[config.mk]
export PLATFORM = sky130hd
export DESIGN_NAME = pmod_cls_line_sequencer
export DESIGN_NICKNAME = d
export VERILOG_FILES = /design/src/rtl/pmod_cls_seq_pkg.sv /design/src/rtl/pmod_cls_seq_timer.sv /design/src/rtl/pmod_cls_line_sequencer.sv
export SDC_FILE = /design/constraint.sdc
export NUM_CORES = 1
export LEC_CHECK = 0
export ABC_AREA = 1
export CAP_MARGIN = 30
export CORE_ASPECT_RATIO = 2
export CORE_MARGIN = 5
export CORE_UTILIZATION = 50
export DETAILED_ROUTE_END_ITERATION = 7
export PLACE_DENSITY = 0.77
export SLEW_MARGIN = 20
export SYNTH_ARGS = -nofsm -noshare
export SYNTH_HDL_FRONTEND = slang
export SYNTH_SLANG_ARGS = --single-unit
[constraint.sdc]
create_clock -name i_clk_20mhz -period 7.75 [get_ports i_clk_20mhz]
set_input_delay 1.1625 -clock i_clk_20mhz [delete_from_list [all_inputs] [get_ports i_clk_20mhz]]
set_output_delay 1.1625 -clock i_clk_20mhz [all_outputs]
set_load 0.05 [all_outputs]
[src/rtl/pmod_cls_seq_pkg.sv]
// Shared types, CLS escape-sequence constants and ce-tick delay helpers for pmod_cls_line_sequencer.
// Optional watchdog in the sequencer is enabled with PMOD_CLS_SEQ_TIMEOUT_EN.
package pmod_cls_seq_pkg;

    typedef enum logic [2:0] {
        ST_BOOT      = 3'd0,
        ST_IDLE      = 3'd1,
        ST_LOAD      = 3'd2,
        ST_GO        = 3'd3,
        ST_WAIT_BUSY = 3'd4,
        ST_WAIT_IDLE = 3'd5,
        ST_GAP       = 3'd6
    } t_cls_seq_state;

    localparam logic [7:0] C_ESC      = 8'h1B;
    localparam logic [7:0] C_LBRACKET = 8'h5B;
    localparam logic [7:0] C_SEMI     = 8'h3B;
    localparam logic [7:0] C_H        = 8'h48;
    localparam logic [7:0] C_J        = 8'h6A;
    localparam logic [7:0] C_ZERO     = 8'h30;

    localparam int unsigned CLEAR_LEN      = 3;
    localparam int unsigned WRITE_HDR_LEN  = 6;
    localparam int unsigned WATCHDOG_TICKS = 4096;
    localparam int unsigned FAST_SIM_DIV   = 1000;

    function automatic int unsigned ms_to_ticks(input int unsigned ms, input int unsigned fclk,
                                                input bit fast, input int unsigned min_ticks);
        longint unsigned t;
        t = 64'(ms) * 64'(fclk) / 64'd1000;
        if (fast) t = t / 64'(FAST_SIM_DIV);
        if (t < 64'(min_ticks)) t = 64'(min_ticks);
        return 32'(t);
    endfunction

    function automatic int unsigned us_to_ticks(input int unsigned us, input int unsigned fclk,
                                                input bit fast, input int unsigned min_ticks);
        longint unsigned t;
        t = 64'(us) * 64'(fclk) / 64'd1000000;
        if (fast) t = t / 64'(FAST_SIM_DIV);
        if (t < 64'(min_ticks)) t = 64'(min_ticks);
        return 32'(t);
    endfunction

endpackage

[src/rtl/pmod_cls_seq_timer.sv]
// ce-gated loadable down-counter; o_done is high while the count is zero.
module pmod_cls_seq_timer
    import pmod_cls_seq_pkg::*;
#(
    parameter int unsigned parm_width = 16
) (
    input  logic                  i_clk_20mhz,
    input  logic                  i_rst_20mhz,
    input  logic                  i_ce,
    input  logic                  i_load,
    input  logic [parm_width-1:0] i_load_val,
    output logic                  o_done
);

    logic [parm_width-1:0] count;

    always_ff @(posedge i_clk_20mhz or posedge i_rst_20mhz) begin
        if (i_rst_20mhz) begin
            count <= '0;
        end else if (i_load) begin
            count <= i_load_val;
        end else if (i_ce && count != '0) begin
            count <= count - 1'b1;
        end
    end

    assign o_done = (count == '0);

endmodule

[src/rtl/pmod_cls_line_sequencer.sv]
// Serialises clear / write-line commands into CLS escape sequences for pmod_generic_spi_solo.
// Define PMOD_CLS_SEQ_TIMEOUT_EN to add the SPI-wait watchdog and its o_timeout / o_timeout_count ports.
module pmod_cls_line_sequencer
    import pmod_cls_seq_pkg::*;
#(
    parameter int parm_fast_simulation = 0,
    parameter int FCLK_ce              = 2500000,
    parameter int parm_lines           = 2,
    parameter int parm_cols            = 16,
    parameter int parm_tx_len_bits     = 11,
    parameter int parm_wait_cyc_bits   = 2,
    parameter int parm_rx_len_bits     = 11,
    parameter int parm_boot_ms         = 20,
    parameter int parm_gap_us          = 200
) (
    input  logic                                                   i_clk_20mhz,
    input  logic                                                   i_rst_20mhz,
    input  logic                                                   i_ce_2_5mhz,
    input  logic                                                   i_cmd_valid,
    output logic                                                   o_cmd_ready,
    input  logic                                                   i_cmd_clear,
    input  logic [((parm_lines > 1) ? $clog2(parm_lines) : 1)-1:0] i_cmd_line,
    input  logic [8*parm_cols-1:0]                                 i_cmd_text,
    output logic                                                   o_go_stand,
    input  logic                                                   i_spi_idle,
    output logic [parm_tx_len_bits-1:0]                            o_tx_len,
    output logic [parm_wait_cyc_bits-1:0]                          o_wait_cyc,
    output logic [parm_rx_len_bits-1:0]                            o_rx_len,
    output logic [7:0]                                             o_tx_data,
    output logic                                                   o_tx_enqueue,
    input  logic                                                   i_tx_ready,
`ifdef PMOD_CLS_SEQ_TIMEOUT_EN
    output logic                                                   o_timeout,
    output logic [7:0]                                             o_timeout_count,
`endif
    output logic                                                   o_busy
);

    localparam int          LW         = (parm_lines > 1) ? $clog2(parm_lines) : 1;
    localparam bit          FAST       = (parm_fast_simulation != 0);
    localparam int unsigned BOOT_TICKS = ms_to_ticks(parm_boot_ms, FCLK_ce, FAST, 2);
    localparam int unsigned GAP_TICKS  = us_to_ticks(parm_gap_us, FCLK_ce, FAST, 1);
    localparam int unsigned TMAX_A     = (BOOT_TICKS > GAP_TICKS) ? BOOT_TICKS : GAP_TICKS;
    localparam int unsigned TMAX       = (TMAX_A > WATCHDOG_TICKS) ? TMAX_A : WATCHDOG_TICKS;
    localparam int          TW         = $clog2(TMAX + 1);
    localparam int unsigned WR_LEN     = WRITE_HDR_LEN + parm_cols;

    t_cls_seq_state         state, state_nx;
    logic                   boot_armed;
    logic                   clear_q;
    logic [LW-1:0]          line_q, line_cl;
    logic [8*parm_cols-1:0] text_q;
    logic [5:0]             idx, last_idx;
    logic [7:0]             cur_byte;
    logic                   tmr_load, tmr_done;
    logic [TW-1:0]          tmr_val;
    logic                   accept, enq, go;
`ifdef PMOD_CLS_SEQ_TIMEOUT_EN
    logic                   wd_expire;
`endif

    pmod_cls_seq_timer #(.parm_width(TW)) u_timer (
        .i_clk_20mhz (i_clk_20mhz),
        .i_rst_20mhz (i_rst_20mhz),
        .i_ce        (i_ce_2_5mhz),
        .i_load      (tmr_load & i_ce_2_5mhz),
        .i_load_val  (tmr_val),
        .o_done      (tmr_done)
    );

    assign line_cl  = (int'(i_cmd_line) >= parm_lines) ? LW'(parm_lines - 1) : i_cmd_line;
    assign last_idx = clear_q ? 6'(CLEAR_LEN - 1) : 6'(WR_LEN - 1);

    always_comb begin
        case (idx)
            6'd0:    cur_byte = C_ESC;
            6'd1:    cur_byte = C_LBRACKET;
            6'd2:    cur_byte = clear_q ? C_J : (C_ZERO + 8'(line_q));
            6'd3:    cur_byte = C_SEMI;
            6'd4:    cur_byte = C_ZERO;
            6'd5:    cur_byte = C_H;
            default: cur_byte = text_q[8*parm_cols-1 -: 8];
        endcase
    end

    // Boot spends its first ce arming the timer, hence the load of BOOT_TICKS-2.
    always_comb begin
        state_nx = state;
        tmr_load = 1'b0;
        tmr_val  = '0;
        accept   = 1'b0;
        enq      = 1'b0;
        go       = 1'b0;
`ifdef PMOD_CLS_SEQ_TIMEOUT_EN
        wd_expire = 1'b0;
`endif
        case (state)
            ST_BOOT: begin
                if (!boot_armed) begin
                    tmr_load = 1'b1;
                    tmr_val  = TW'(BOOT_TICKS - 2);
                end else if (tmr_done) begin
                    state_nx = ST_IDLE;
                end
            end
            ST_IDLE: begin
                if (i_cmd_valid) begin
                    accept   = 1'b1;
                    state_nx = ST_LOAD;
                end
            end
            ST_LOAD: begin
                if (i_tx_ready) begin
                    enq = 1'b1;
                    if (idx == last_idx) state_nx = ST_GO;
                end
            end
            ST_GO: begin
                if (i_spi_idle) begin
                    go       = 1'b1;
                    tmr_load = 1'b1;
                    tmr_val  = TW'(WATCHDOG_TICKS - 1);
                    state_nx = ST_WAIT_BUSY;
                end
            end
            ST_WAIT_BUSY: begin
`ifdef PMOD_CLS_SEQ_TIMEOUT_EN
                if (tmr_done) begin
                    wd_expire = 1'b1;
                    state_nx  = ST_GAP;
                end else
`endif
                if (!i_spi_idle) state_nx = ST_WAIT_IDLE;
            end
            ST_WAIT_IDLE: begin
`ifdef PMOD_CLS_SEQ_TIMEOUT_EN
                if (tmr_done) begin
                    wd_expire = 1'b1;
                    state_nx  = ST_GAP;
                end else
`endif
                if (i_spi_idle) state_nx = ST_GAP;
            end
            ST_GAP: begin
                if (tmr_done) state_nx = ST_IDLE;
            end
            default: state_nx = ST_BOOT;
        endcase
        if (state_nx == ST_GAP && state != ST_GAP) begin
            tmr_load = 1'b1;
            tmr_val  = TW'(GAP_TICKS - 1);
        end
    end

    always_ff @(posedge i_clk_20mhz or posedge i_rst_20mhz) begin
        if (i_rst_20mhz) begin
            state        <= ST_BOOT;
            boot_armed   <= 1'b0;
            clear_q      <= 1'b0;
            line_q       <= '0;
            text_q       <= '0;
            idx          <= '0;
            o_go_stand   <= 1'b0;
            o_tx_len     <= '0;
            o_tx_data    <= '0;
            o_tx_enqueue <= 1'b0;
`ifdef PMOD_CLS_SEQ_TIMEOUT_EN
            o_timeout       <= 1'b0;
            o_timeout_count <= '0;
`endif
        end else if (i_ce_2_5mhz) begin
            state        <= state_nx;
            o_go_stand   <= go;
            o_tx_enqueue <= enq;
            if (state == ST_BOOT) boot_armed <= 1'b1;
            if (accept) begin
                clear_q <= i_cmd_clear;
                line_q  <= line_cl;
                text_q  <= i_cmd_text;
                idx     <= '0;
            end
            // Text bytes are taken from the top of a shifting copy of the latched line.
            if (enq) begin
                o_tx_data <= cur_byte;
                idx       <= idx + 1'b1;
                if (idx >= 6'(WRITE_HDR_LEN)) text_q <= text_q << 8;
            end
            if (go) o_tx_len <= parm_tx_len_bits'(idx);
`ifdef PMOD_CLS_SEQ_TIMEOUT_EN
            o_timeout <= wd_expire;
            if (wd_expire && o_timeout_count != 8'hFF) o_timeout_count <= o_timeout_count + 1'b1;
`endif
        end
    end

    assign o_cmd_ready = (state == ST_IDLE);
    assign o_busy      = (state != ST_IDLE);
    assign o_wait_cyc  = '0;
    assign o_rx_len    = '0;

endmodule

==> results_dict.tcl, run 1 <==
set metrics [dict create \
    final_common_cell "nor2_1" \
    ys_ff_latch 172 \
    wl_per_cell_um 16.29 \
    design.die.area_um2 21580 \
    ys_seq_area_share_pct 46.31 \
    diodes 0 \
    ant_nets 0 \
    drt-initial-drc-count 394 \
    num_vias 7756 \
    clk_pin_slew_ns 0.08 \
    setup_tns_ns 0 \
    fin_crit_sh_pct 51.88 \
    end_kind "flop" \
    p_comb_share_pct 36.5 \
    seqCellArea_um2 4304 \
    die_w_um 106.4 \
    crit_path_start_kind "primary input" \
    track_usage_pct 22.54 \
    clockRootBuffer "clkbuf_16" \
    multi_input_area_um2 4334 \
    final_cells 1455 \
    cts_made_buffers 17 \
    portBuffers 153 \
    intPower_uw 2330 \
    vias_per_cell 5.331 \
    skew_ns 0.01381 \
    maxSlewViolCount 0 \
    hold_depth 2 \
    initial_core_util_pct 50.77 \
    synth_cell_types 33 \
    die_h_um 202.8 \
    grt_antenna_before_repair 0 \
    p_sw_share_pct 40.02 \
    cts.repair.resized 0 \
    grt_pass1_vias 7801 \
    cts_hold_buf 0 \
    synth.avg_cell_area_um2 8.350 \
    htreeDepth 4 \
    period_minus_slack_ns 4.021 \
    status "finished, final reports clean" \
    critPathLaunch "i_ce_2_5mhz" \
    power.density_nw_per_um2 343.6 \
    firstDrtPassIters 5 \
    hp-start "line_q$_DFFE_PP0P_" \
    crit_fanout 81 \
    place_hpwl_um 16860 \
    cts_setup_buffers 0 \
    cp.required_ns 8.10 \
    p_seq_share_pct 41.8 \
    p_switching_uw 1554 \
    yosysWarnings 0 \
    cts_tree "yes" \
    design_area_um2 11300 \
    max_freq_ghz 0.2487 \
    final_nets 1368 \
    dp_cells 1423 \
    ios 172 \
    holdCritPathClass "flop to flop" \
    post_dp_cell_area_um2 10730 \
    timing.final.hold_violations 0 \
    p_clk_share_pct 21.8 \
    syn_area_um2 9294 \
    gr-total-overflow 0 \
    peakVddDrop_v 0.0001740 \
    drive_gt1_share_pct 15.09 \
    netlist_instances 1113 \
    slew_headroom_pct 40.16 \
    cts_sinks 172 \
    drc 0 \
    final_cell_mix "299 x nor2_1, 172 x dfrtp_1, 153 x clkdlybuf4s50_1" \
    critPathKind "primary input to flop" \
    grt_max_degree 82 \
    clock_latency_ns 0.44 \
    setup_viol 0 \
    core-area_um2 18310 \
    cap_violations 0 \
    routed_wl_um 23700 \
    grt_pass1_wl_um 38480 \
    area_growth_pct 21.63 \
    rsz0062_at_grt "no" \
    fillCellCount 1583 \
    ff2ff_path_depth 9 \
    gp_congestion 0.8999 \
    arrival_ns 4.37 \
    rows 70 \
    p_leak_uw 0.005090 \
    worst_pin_slew_ns 0.8975 \
    r2r-start "idx[0]$_DFFE_PP0P_" \
    cts.path.max_buffers 2 \
]
-- Yosys cell counts (all sizes together) --
master | number | share of area, %
nor2 | 301 | 12
nand3 | 32 | 1.8
xnor2 | 2 | 0.19
a2bb2oi | 1 | 0.094
ha | 6 | 0.81
a21oi | 6 | 0.32
o211ai | 3 | 0.24
xor2 | 3 | 0.28
inv | 56 | 2.3
buf | 61 | 4.8
o22ai | 3 | 0.20
conb | 1 | 0.040
or2 | 7 | 0.47
nand2 | 144 | 5.9
o21ai | 41 | 2.2
dfrtp | 172 | 46
clkbuf | 22 | 0.89
nand4 | 11 | 0.74
nor3 | 238 | 20
a21boi | 3 | 0.24
-- sequential cells by signal, summed over array words and instances, names as in the netlist --
| signal | count |
|---|---|
| text_q | 128 |
| o_tx_len | 6 |
| idx | 6 |
| o_tx_data | 8 |
| boot_armed | 1 |
| clear_q | 1 |
| o_tx_enqueue | 1 |
| state | 3 |
| u_timer.count | 16 |
| line_q | 1 |
| o_go_stand | 1 |
-- cell families after synthesis --
kind of cell | count (synthesis) | share of synthesized area (%)
buffers and inverters | 139 | 7.956
and+or+nand+nor | 733 | 41.06
DFF | 172 | 46.31
xor gates and xnor gates | 5 | 0.4713
adders and majority gates | 6 | 0.8077
other | 1 | 0.04035
AOI/OAI and AO/OA | 57 | 3.352
-- critical path: stages --
cell             delay [ns]
clkdlybuf4s50_1        0.84
nand3_4                0.63
nand2_4                0.62
buf_4                  0.72
nor2_1                 0.14
nor3_2                 0.15
-- cell type report --
cell class	instances	area share [%]
clock inverters	13	1.162
flip-flops and latches	172	38.07
multi-input cells	819	38.34
repair buffers	160	14.19
clock buffers	19	3.918
inverters	56	1.926
well taps	216	2.391
-- path summary, 6_finish.rpt --
path | slack (ns) | end
max | 3.73 | text_q[23]$_DFFE_PP0P_
min | 0.48 | line_q$_DFFE_PP0P_
max reg2reg | 4.17 | text_q[23]$_DFFE_PP0P_
min reg2reg | 0.48 | line_q$_DFFE_PP0P_
max in group asynchronous | 5.05 | u_timer.count[4]$_DFFE_PP0P_
min in group asynchronous | 1.15 | text_q[51]$_DFFE_PP0P_
-- power groups by stage --
stage	Combinational [uW]	Clock, uW	Sequential (uW)
after floorplan	1040	0	1640
after global placement	1360	0	1620
after detailed placement	1420	0	1630
after CTS	1430	860	1620
after global routing	1600	898	1670
final	1420	846	1620
-- metal layers --
layer,vias to the layer above,part of all wire (%),global-route usage (%),wire length (um)
met4,0,4.0,10.51,945
li1,3801,-,-,-
met2,188,55,41.72,13070
met1,3718,37,25.04,8835
met3,49,3.6,3.118,849
met5,-,0,0,0
-- metrics by stage --
| step | power [uW] | utilization (%) | hold slack, ns | setup WS (ns) |
|---|---|---|---|---|
| 5_1_grt | 4174 | 61.76 | 0.5181 | 3.422 |
| 6_report | 3884 | 61.76 | 0.4796 | 3.729 |
| 2_1_floorplan | 2672 | - | 0.4362 | 1.927 |
| 3_3_place_gp | 2982 | 58.47 | 0.4566 | 3.398 |
| 3_5_place_dp | 3054 | 58.62 | 0.4588 | 3.314 |
| 4_1_cts | 3910 | 61.76 | 0.4779 | 3.722 |
(Power assumes the default switching activity.)
==> run 2: changes to the inputs <==
- clock period: 7.75 -> 3.7 ns (I/O delays scaled with it)
==> results_dict.tcl, run 2 (synthesis gave the netlist of run 1 again) <==
set metrics [dict create \
    cts_hold_buf 0 \
    fin_crit_sh_pct 73.00 \
    area_growth_pct 22.46 \
    cts_setup_buffers 0 \
    worst_pin_slew_ns 0.7828 \
    final_common_cell "nor2_1" \
    seqCellArea_um2 4304 \
    die_w_um 106.4 \
    grt_antenna_before_repair 0 \
    grt_pass1_wl_um 39430 \
    arrival_ns 2.15 \
    rows 70 \
    firstDrtPassIters 4 \
    maxSlewViolCount 0 \
    cp_slowest_cell "clkdlybuf4s50_1" \
    crit_fanout 8 \
    setup_viol 0 \
    power.density_nw_per_um2 719.4 \
    initial_core_util_pct 50.77 \
    cap_violations 0 \
    drt-initial-drc-count 387 \
    setup_tns_ns 0 \
    drive_gt1_share_pct 15.42 \
    reg_top3 "text_q (128), u_timer.count (16), o_tx_data (8)" \
    cts_sinks 172 \
    status "finished, final reports clean" \
    place_hpwl_um 17290 \
    gr-total-overflow 0 \
    max_freq_ghz 0.3702 \
    crit_chain "nor3_4 -> clkdlybuf4s50_1" \
    clock_latency_ns 0.43 \
    timing.final.hold_violations 0 \
    period_minus_slack_ns 2.701 \
    clockRootBuffer "clkbuf_16" \
    final_cell_mix "299 x nor2_1, 172 x dfrtp_1, 153 x clkdlybuf4s50_1" \
    core-area_um2 18310 \
    fillCellCount 1562 \
    final_nets 1374 \
    end_kind "output port" \
    ant_nets 0 \
    largest_reg_flops 128 \
    grt_max_degree 120 \
    gp_congestion 0.9086 \
    routed_wl_um 23920 \
    clk_pin_slew_ns 0.07 \
    crit_path_max_incr_delay_ns 0.86 \
    grt_pass1_vias 8086 \
    crit_path_start_kind "flop" \
    holdCritPathClass "flop to flop" \
    cp.required_ns 3.14 \
    p_leak_uw 0.005117 \
    rsz0062_at_grt "no" \
    diodes 0 \
    multi_input_area_um2 4334 \
    cts.repair.resized 0 \
    slew_headroom_pct 47.81 \
    skew_ns 0.01077 \
    ios 172 \
    num_vias 7753 \
    cts.path.max_buffers 2 \
    track_usage_pct 22.92 \
    cts_tree "yes" \
    die_h_um 202.8 \
    portBuffers 153 \
    regMostFlops "text_q" \
    power_uw 8187 \
    design.die.area_um2 21580 \
    peakVddDrop_v 0.0003929 \
    wl_per_cell_um 16.37 \
    drc 0 \
    vias_per_cell 5.307 \
    critPathKind "flop to output port" \
    cts_made_buffers 17 \
    htreeDepth 4 \
]
-- run 2: final timing paths --
check	start	endpoint	slack (ns)	depth (start not counted)
max	state[1]$_DFFE_PP0P_	o_cmd_ready	1.0	2
min	boot_armed$_DFFE_PP0P_	boot_armed$_DFFE_PP0P_	0.49	2
max reg2reg	state[1]$_DFFE_PP0P_	text_q[52]$_DFFE_PP0P_	1.18	8
min reg2reg	boot_armed$_DFFE_PP0P_	boot_armed$_DFFE_PP0P_	0.49	2
max in group asynchronous	i_rst_20mhz	text_q[101]$_DFFE_PP0P_	2.32	3
min in group asynchronous	i_rst_20mhz	o_tx_len[4]$_DFFE_PP0P_	0.59	2
-- run 2: layout make-up --
| type | count | area share, % |
|---|---|---|
| clock buffer | 19 | 3.804 |
| clock inverter | 13 | 1.264 |
| inverter | 56 | 1.902 |
| multi-input combinational | 819 | 38.08 |
| sequential | 172 | 37.82 |
| tap | 216 | 2.375 |
| timing repair buffer | 166 | 14.75 |
-- run 2: through the flow --
stage               std cells  instance area, um2  hold slack (ns)  setup slack (ns)  utilization [%]
floorplan                1130                9361           0.4362            0.9483                -
global placement         1429               10800           0.4636            0.8091            59.02
detailed placement       1429               10800           0.4676            0.7539            59.02
CTS                      1461               11380           0.4872            0.9930            62.17
global route             1461               11380           0.5050            0.9535            62.17
finish                   1461               11380           0.4857            0.9990            62.17
-- run 2: critical path: cells and delay by family, from the launching register on --
family	cells	cell delay, ns
buffers and inverters	1	0.86
flip-flops	1	0.51
AND/OR/NAND/NOR	1	0.34
-- run 2: power breakdown --
| group | total (uW) | internal [uW] | switching [uW] |
|---|---|---|---|
| Combinational | 2980 | 1170 | 1820 |
| Sequential | 3420 | 2770 | 652 |
| Clock | 1780 | 998 | 782 |
| Total | 8190 | 4930 | 3250 |
-- run 2: routing by layer --
metal / part of all wire [%] / vias up / wire length (um) / global-route usage (%)
li1: - / 3821 / - / -
met1: 37 / 3652 / 8773 / 24.84
met2: 55 / 229 / 13160 / 42.70
met3: 4.1 / 51 / 978 / 3.373
met4: 4.2 / 0 / 1011 / 11.21
met5: 0 / - / 0 / 0
==> run 3: changes to the inputs <==
- CORE_UTILIZATION: 50 -> 48
- clock period: 3.7 -> 2.35 ns (I/O delays scaled with it)
==> results_dict.tcl, run 3 (synthesis gave the netlist of run 1 again) <==
set metrics [dict create \
    p_sw_share_pct 39.50 \
    vias_per_cell 5.207 \
    worst_pin_slew_ns 0.6132 \
    power_uw 13130 \
    cts.path.max_buffers 2 \
    ios 172 \
    core-area_um2 19190 \
    largest_reg_flops 128 \
    final_cells 1517 \
    area_growth_pct 25.19 \
    drt-initial-drc-count 365 \
    routed_wl_um 24470 \
    gp_congestion 0.8957 \
    crit_path_start_kind "flop" \
    drive_gt1_share_pct 16.55 \
    clockRootBuffer "clkbuf_16" \
    final_nets 1386 \
    grt_pass1_wl_um 38560 \
    grt_pass1_vias 7928 \
    skew_ns 0.01374 \
    power.density_nw_per_um2 1129 \
    ant_nets 0 \
    rsz0062_at_grt "no" \
    seqCellArea_um2 4304 \
    peakVddDrop_v 0.0006556 \
    dp_cells 1484 \
    p_switching_uw 5189 \
    place_hpwl_um 17930 \
    holdCritPathClass "primary input to async pin" \
    clk_pin_slew_ns 0.07 \
    clock_latency_ns 0.43 \
    cap_violations 0 \
    crit_fanout 43 \
    die_w_um 108.4 \
    initial_core_util_pct 48.44 \
    grt_max_degree 119 \
    post_dp_cell_area_um2 11020 \
    multi_input_area_um2 4334 \
    design.die.area_um2 22410 \
    setup_tns_ns 0 \
    portBuffers 153 \
    cp.required_ns 2.69 \
    rows 72 \
    regMostFlops "text_q" \
    cts_setup_buffers 0 \
    grt_antenna_before_repair 1 \
    design_area_um2 11630 \
    cts_hold_buf 0 \
    holdWs_ns 0.3451 \
    num_vias 7899 \
    maxSlewViolCount 0 \
    firstDrtPassIters 4 \
    fin_crit_sh_pct 87.39 \
    p_clk_share_pct 22.4 \
    gr-total-overflow 0 \
    status "finished, final reports clean" \
    max_freq_ghz 0.4869 \
    timing.final.hold_violations 0 \
    wl_per_cell_um 16.13 \
    cts.repair.resized 0 \
    p_seq_share_pct 41.1 \
    end_kind "flop" \
    p_comb_share_pct 36.6 \
    cts_made_buffers 17 \
    reg_top3 "text_q (128), u_timer.count (16), o_tx_data (8)" \
    slew_headroom_pct 59.03 \
    cts_sinks 172 \
    final_cell_mix "299 x nor2_1, 172 x dfrtp_1, 151 x clkdlybuf4s50_1" \
    arrival_ns 2.40 \
    period_minus_slack_ns 2.054 \
    fillCellCount 1642 \
    critPathKind "flop to flop" \
    p_leak_uw 0.005229 \
    htreeDepth 4 \
    intPower_uw 7946 \
    die_h_um 206.8 \
    drc 0 \
    cts_tree "yes" \
    setup_viol 0 \
    track_usage_pct 22.19 \
    final_common_cell "nor2_1" \
]
run 3: changes by cell type in the layout (fill, tap and decap cells not counted), moves of 2 or more:
cell,delta
clkinvlp_4,-2
clkbuf_1,-2
buf_4,+8
clkdlybuf4s50_1,-2
buf_12,+6
inv_6,+3
run 3: layout make-up:
cell class	count	area share [%]
inverter	56	1.860
clock buffer	17	3.656
clock inverter	15	1.624
sequential	172	36.99
tap	259	2.785
antenna	1	0.02151
multi-input combinational	819	37.25
timing repair buffer	178	15.81
run 3: layer usage:
layer	global-route usage, %	share of wire, %	vias up
li1	-	-	3852
met5	0	0	-
met1	23.97	36	3764
met4	10.56	3.7	0
met3	3.206	3.9	57
met2	41.70	56	226
run 3: power groups by stage:
stage / registers [uW] / clock network [uW] / logic (uW)
after floorplan: 5390 / 0 / 3420
after global placement: 5380 / 0 / 4650
after detailed placement: 5420 / 0 / 4810
after CTS: 5380 / 2990 / 4840
after global routing: 5540 / 3100 / 5370
final: 5390 / 2940 / 4800
run 3: critical path, cell delays in order (launching register included):
cell and delay [ns]:
dfrtp_1 0.40, inv_1 0.15, ha_1 0.28, nand2_1 0.08, nand4_1 0.20, nand3_4 0.16, buf_12 0.24, buf_12 0.22
nor2_1 0.07, nor3_2 0.15
run 3: path summary, 6_finish.rpt:
kind	slack (ns)	endpoint	start	depth (start not counted)
max in group asynchronous	1.33	state[0]$_DFFE_PP0P_	i_rst_20mhz	3
worst min register to register	0.48	boot_armed$_DFFE_PP0P_	boot_armed$_DFFE_PP0P_	2
worst min-delay path	0.35	o_tx_len[1]$_DFFE_PP0P_	i_rst_20mhz	2
worst max register to register	0.30	text_q[85]$_DFFE_PP0P_	idx[0]$_DFFE_PP0P_	9
min in group i_clk_20mhz	0.48	boot_armed$_DFFE_PP0P_	boot_armed$_DFFE_PP0P_	2
worst max-delay path	0.30	text_q[85]$_DFFE_PP0P_	idx[0]$_DFFE_PP0P_	9
run 3: per-stage QoR:
step	util [%]	worst slack, ns
floorplan	-	-0.1992
global placement	57.42	0.2558
detailed placement	57.42	0.2445
CTS	60.62	0.2935
global route	60.64	0.1471
finish	60.64	0.2962
